File: src/rtl/mux2_arb_pkg.sv
// mux2_arb_pkg: shared state encoding and default timing constants for the mux2 arbiter
package mux2_arb_pkg;
  typedef enum logic [1:0] {IDLE = 2'd0, GRANT = 2'd1, GAP = 2'd2} state_t;
  localparam int DEF_MAX_HOLD = 16;
  localparam int DEF_GAP_CYCLES = 1;
endpackage

File: src/rtl/mux2_arb_if.sv
// mux2_arb_if: requester/arbiter bundle; master drives Req/Done, slave (arbiter) drives Grant/Select/Busy
interface mux2_arb_if;
  import mux2_arb_pkg::*;
  logic [1:0] Req;
  logic [1:0] Done;
  logic [1:0] Grant;
  logic       Select;
  logic       Busy;
  modport master (output Req, Done, input Grant, Select, Busy);
  modport slave (input Req, Done, output Grant, Select, Busy);
endinterface

File: src/rtl/arb_hold_timer.sv
// arb_hold_timer: clear/increment counter with terminal-count flag; saturates at TC so it never wraps (ports: clk, rst, load, inc -> tc)
module arb_hold_timer #(
  parameter int W  = 5,
  parameter int TC = 15
) (
  input  logic clk,
  input  logic rst,
  input  logic load,
  input  logic inc,
  output logic tc
);
  logic [W-1:0] cnt;
  assign tc = cnt == W'(TC);
  always_ff @(posedge clk)
    if (rst || load) cnt <= '0;
    else if (inc && !tc) cnt <= cnt + 1'b1;
endmodule

File: src/rtl/mux2_arbiter.sv
// mux2_arbiter: round-robin owner of a shared mux2 with bounded grants and a turnaround gap (ports: Clk, Reset, bus.Req/Done in, bus.Grant/Select/Busy out, all registered)
module mux2_arbiter
  import mux2_arb_pkg::*;
#(
  parameter int MAX_HOLD   = DEF_MAX_HOLD,
  parameter int GAP_CYCLES = DEF_GAP_CYCLES
) (
  input logic       Clk,
  input logic       Reset,
  mux2_arb_if.slave bus
);
  localparam int HW  = $clog2(MAX_HOLD) + 1;
  localparam int GTC = GAP_CYCLES > 0 ? GAP_CYCLES - 1 : 0;
  state_t     state, state_d;
  logic [1:0] grant_d;
  logic       sel_d, busy_d, last, last_d, hold_tc, gap_tc, g, win, rel;
  // the granted index is whatever Select currently routes
  assign g   = bus.Select;
  assign win = &bus.Req ? ~last : bus.Req[1];
  assign rel = bus.Done[g] || !bus.Req[g] || hold_tc;
  arb_hold_timer #(.W(HW), .TC(MAX_HOLD - 1)) u_hold (
    .clk(Clk), .rst(Reset), .load(state != GRANT), .inc(state == GRANT), .tc(hold_tc)
  );
  arb_hold_timer #(.W(3), .TC(GTC)) u_gap (
    .clk(Clk), .rst(Reset), .load(state != GAP), .inc(state == GAP), .tc(gap_tc)
  );
  always_ff @(posedge Clk)
    if (Reset) begin
      state      <= IDLE;
      bus.Grant  <= '0;
      bus.Select <= 1'b0;
      bus.Busy   <= 1'b0;
      last       <= 1'b1;
    end else begin
      state      <= state_d;
      bus.Grant  <= grant_d;
      bus.Select <= sel_d;
      bus.Busy   <= busy_d;
      last       <= last_d;
    end
  always_comb begin
    state_d = state;
    grant_d = bus.Grant;
    sel_d   = bus.Select;
    busy_d  = bus.Busy;
    last_d  = last;
    case (state)
      IDLE:
        if (|bus.Req) begin
          state_d = GRANT;
          grant_d = win ? 2'b10 : 2'b01;
          sel_d   = win;
          busy_d  = 1'b1;
        end
      GRANT:
        if (rel) begin
          state_d = GAP_CYCLES > 0 ? GAP : IDLE;
          grant_d = '0;
          busy_d  = GAP_CYCLES > 0;
          last_d  = g;
        end
      GAP:
        if (gap_tc) begin
          state_d = IDLE;
          busy_d  = 1'b0;
        end
      default: begin
        state_d = IDLE;
        grant_d = '0;
        busy_d  = 1'b0;
      end
    endcase
  end
endmodule

File: src/flat_wrapper.sv
// flat-port wrapper written by rule: the top's interface ports become plain ports
module mux2_arbiter_flat import mux2_arb_pkg::*;
#(
  parameter int MAX_HOLD   = DEF_MAX_HOLD,
  parameter int GAP_CYCLES = DEF_GAP_CYCLES
)
  (Clk, Reset, bus_Req, bus_Done, bus_Grant, bus_Select, bus_Busy);
  mux2_arb_if bus_i ();
  input logic Clk;
  input logic Reset;
  input wire logic [$bits(bus_i.Req)-1:0] bus_Req;
  input wire logic [$bits(bus_i.Done)-1:0] bus_Done;
  output wire logic [$bits(bus_i.Grant)-1:0] bus_Grant;
  output wire logic [$bits(bus_i.Select)-1:0] bus_Select;
  output wire logic [$bits(bus_i.Busy)-1:0] bus_Busy;
  assign bus_i.Req = bus_Req;
  assign bus_i.Done = bus_Done;
  assign bus_Grant = bus_i.Grant;
  assign bus_Select = bus_i.Select;
  assign bus_Busy = bus_i.Busy;
  mux2_arbiter #(.MAX_HOLD(MAX_HOLD), .GAP_CYCLES(GAP_CYCLES)) u_core (.Clk(Clk), .Reset(Reset), .bus(bus_i));
endmodule
File: config.mk
export PLATFORM = sky130hd
export DESIGN_NAME = mux2_arbiter_flat
export DESIGN_NICKNAME = d
export VERILOG_FILES = /design/src/rtl/mux2_arb_pkg.sv /design/src/rtl/mux2_arb_if.sv /design/src/rtl/arb_hold_timer.sv /design/src/rtl/mux2_arbiter.sv /design/src/flat_wrapper.sv
export SDC_FILE = /design/constraint.sdc
export NUM_CORES = 1
export LEC_CHECK = 0
export BUFFER_PORTS_ARGS = -buffer_cell sky130_fd_sc_hd__buf_2
export CAP_MARGIN = 20
export CORE_MARGIN = 8
export CORE_UTILIZATION = 57
export CTS_BUF_LIST = sky130_fd_sc_hd__clkbuf_2 sky130_fd_sc_hd__clkbuf_4 sky130_fd_sc_hd__clkbuf_8
export DETAILED_ROUTE_END_ITERATION = 10
export PLACE_DENSITY = 0.79
export SYNTH_ARGS = -nofsm -noshare
export SYNTH_HDL_FRONTEND = slang
export SYNTH_SLANG_ARGS = --single-unit
File: constraint.sdc
create_clock -name Clk -period 2.3 [get_ports Clk]
set_input_delay 0.23 -clock Clk [delete_from_list [all_inputs] [get_ports Clk]]
set_output_delay 0.23 -clock Clk [all_outputs]
set_load 0.02 [all_outputs]
==> results.toml <==
[finish]
area_growth_pct = 10.8
nFillCells = 105
final_cells = 111
drive_above_1_share_pct = 17.7
final_common_cell = "dfxtp_1"
fin_area_sq_um = 848
fin_nets = 107
num_antenna_cells = 0
layout_common_cells = "dfxtp_1, nor2_1, buf_2, inv_1"

[setup_path]
rr_endpoint = "u_core.state[0]$_SDFFE_PP0P_"
rrSetupSlack_ps = 260
criticalPathCategory = "flop to flop"
rr_worst_depth = 6
path_max_fanout = 4
crit_arrival_ps = 2230
cp-end-kind = "flop"
r2r_start = "u_core.u_hold.cnt[0]$_SDFFE_PP0P_"
start_kind = "flop"
critPathRequiredTime_ps = 2490

[synthesis]
synth_area_leader_cell = "dfxtp_1"
synth_nets = 95
synth_warnings = 0
syn_area_per_cell_sq_um = 9.01
yosysTopAreaCellShare_pct = 39.2
syn_area_sq_um = 766
syn_inst = 85
yosysSeqAreaShare_pct = 39.2
synth_cell_type_count = 30
synth.area.top_cells = "dfxtp_1, ha_1, nor2_1"
ys_ff_latch = 15

[timing]
worst_pin_slew_ps = 349
hold_violations = 0
setup_tns_ps = 0
period_share_pct = 88.6
fin_skew_ps = 7.96
finalSetupViolations = 0
slew_viol_final = 0
fmax_mhz = 491
period_minus_slack_ps = 2040
rsz0062_at_grt = "no"
holdWs_ps = 215
relSlewSlack_pct = 76.7

[grt]
grt_pass1_vias = 576
grt.total_usage_pct = 11.4
grt_max_degree = 12
antenna_found_initial = 0
grt-ovfl-total = 0
grt_pass1_wl_um = 2350

[clocking]
cts_setup_buffers = 0
clock_path_buffers = 2
root_buffer = "clkbuf_4"
hold_buffers = 0
cts_buffers = 3
cts.reportedPaths.clkPinSlew_ps = 90
cts_tree = "done"
clk_latency_ps = 280
cts_sinks = 15
h-tree-depth = 1
cts_repair_resize_count = 0

[floorplanning]
die_area_sq_um = 2770
rows = 13
die-width_um = 52.7
initial_core_util_pct = 59.6
core_sq_um = 1280
die_h_um = 52.7
io_pins = 10

[placement]
place_area_sq_um = 818
dp_hpwl_um = 1120
portBuffers = 9
dp_cells = 107
gp_congestion = 0.759

[run_status]
status = "finished, final reports clean"

[pwr]
power_leakage_uw = 0.000347
power_frac_comb_pct = 14.4
p_switching_uw = 139
pwr-share-clk_pct = 30.2
powerDensity_nw_per_um2 = 621
seqPwrFrac_pct = 55.4
p_int_uw = 387
peakVddDrop_uv = 334
switching_share_pct = 26.5
finalPower_uw = 527

[drt]
drc_errors = 0
first_pass_iters = 4
wirelength_um = 1450
first_iter_violations = 22
antenna_left = 0
vias = 629
wl_per_cell_um = 13.0
vias_per_cell = 5.67

[run]
cap_violations = 0

[hold_path]
min_path_type = "primary input to flop"
hp-start = "Reset"
hold_depth = 2
min_to = "u_core.state[1]$_SDFFE_PP0P_"
==> power groups by stage <==
stage / clock network, uW / registers (uW) / logic, uW
after floorplan: 0 / 296 / 52.8
after global placement: 0 / 297 / 74.9
after detailed placement: 0 / 297 / 75.9
after CTS: 165 / 291 / 76.2
after global routing: 180 / 294 / 84.9
final: 159 / 292 / 75.8
==> cell type report <==
cell class / instances / area [sq um] / share of cell area (%)
multi-input cells: 60 / 420 / 49.6
flip-flops and latches: 15 / 300 / 35.4
repair buffers: 10 / 52.6 / 6.19
clock buffers: 4 / 30.0 / 3.54
inverters: 7 / 26.3 / 3.10
well taps: 15 / 18.8 / 2.21
==> kinds of logic (layout without fill, tap and decap cells) <==
group	Yosys count	count (layout)	synth area share (%)
buf+inv	10	21	5.88
mux	3	3	3.92
simple gates	36	36	26.5
flops	15	15	39.2
xor+xnor	4	4	4.58
fa+ha+maj	4	4	6.54
compound gates	13	13	13.4
==> state kept, by name (all words and copies together) (netlist names) <==
name,cells
u_core.u_hold.cnt,5
u_core.u_gap.cnt,3
u_core.bus.Busy,1
u_core.bus.Select,1
u_core.state,2
u_core.last,1
u_core.bus.Grant,2
==> cells in the mapped netlist <==
cell type  count
a2111oi_2      1
a211o_1        2
a21oi_1        4
a221o_1        1
a41oi_1        1
and2_4         1
and3_1         1
buf_6          1
clkbuf_1       2
dfxtp_1       15
ha_1           4
inv_1          7
mux2i_1        3
nand2_1        3
nand2b_1       4
nand3_1        2
nand3b_1       1
nand4b_1       2
nand4bb_1      1
nor2_1        12
nor2b_1        4
nor3_1         3
o21ai_0        1
o221ai_1       1
o311a_1        1
o31ai_1        1
or3_1          1
or4b_4         1
xnor2_1        2
xor2_1         2
==> worst max-delay path by stage <==
stage	end	slack, ps	start
after detailed placement	u_core.state[0]$_SDFFE_PP0P_	260	u_core.u_hold.cnt[0]$_SDFFE_PP0P_
after global routing	u_core.state[0]$_SDFFE_PP0P_	140	u_core.u_hold.cnt[0]$_SDFFE_PP0P_
final	u_core.state[0]$_SDFFE_PP0P_	260	u_core.u_hold.cnt[0]$_SDFFE_PP0P_
after floorplan	u_core.state[0]$_SDFFE_PP0P_	220	u_core.u_hold.cnt[0]$_SDFFE_PP0P_
after global placement	u_core.state[0]$_SDFFE_PP0P_	320	u_core.u_hold.cnt[0]$_SDFFE_PP0P_
after CTS	u_core.state[0]$_SDFFE_PP0P_	240	u_core.u_hold.cnt[0]$_SDFFE_PP0P_
==> metal layers <==
metal | up-vias | global-route usage [%] | share of wire (%)
met3 | 4 | 3.69 | 6.9
met4 | 0 | 7.76 | 2.1
met1 | 286 | 12.7 | 45
met5 | - | 0 | 0
met2 | 19 | 18.0 | 46
li1 | 320 | - | -
==> per-stage QoR <==
stage,utilization [%],worst slack (ps)
floorplan,-,217
global placement,63.7,316
detailed placement,63.7,260
CTS,66.0,239
global route,66.0,145
finish,66.0,263
==> critical path: stages (launching register included) <==
cell and delay, ps:
dfxtp_1 340, ha_1 200, and3_1 180, ha_1 200, or4b_4 510, and2_4 180, a2111oi_2 330
Power figures use the tool's default switching activity.
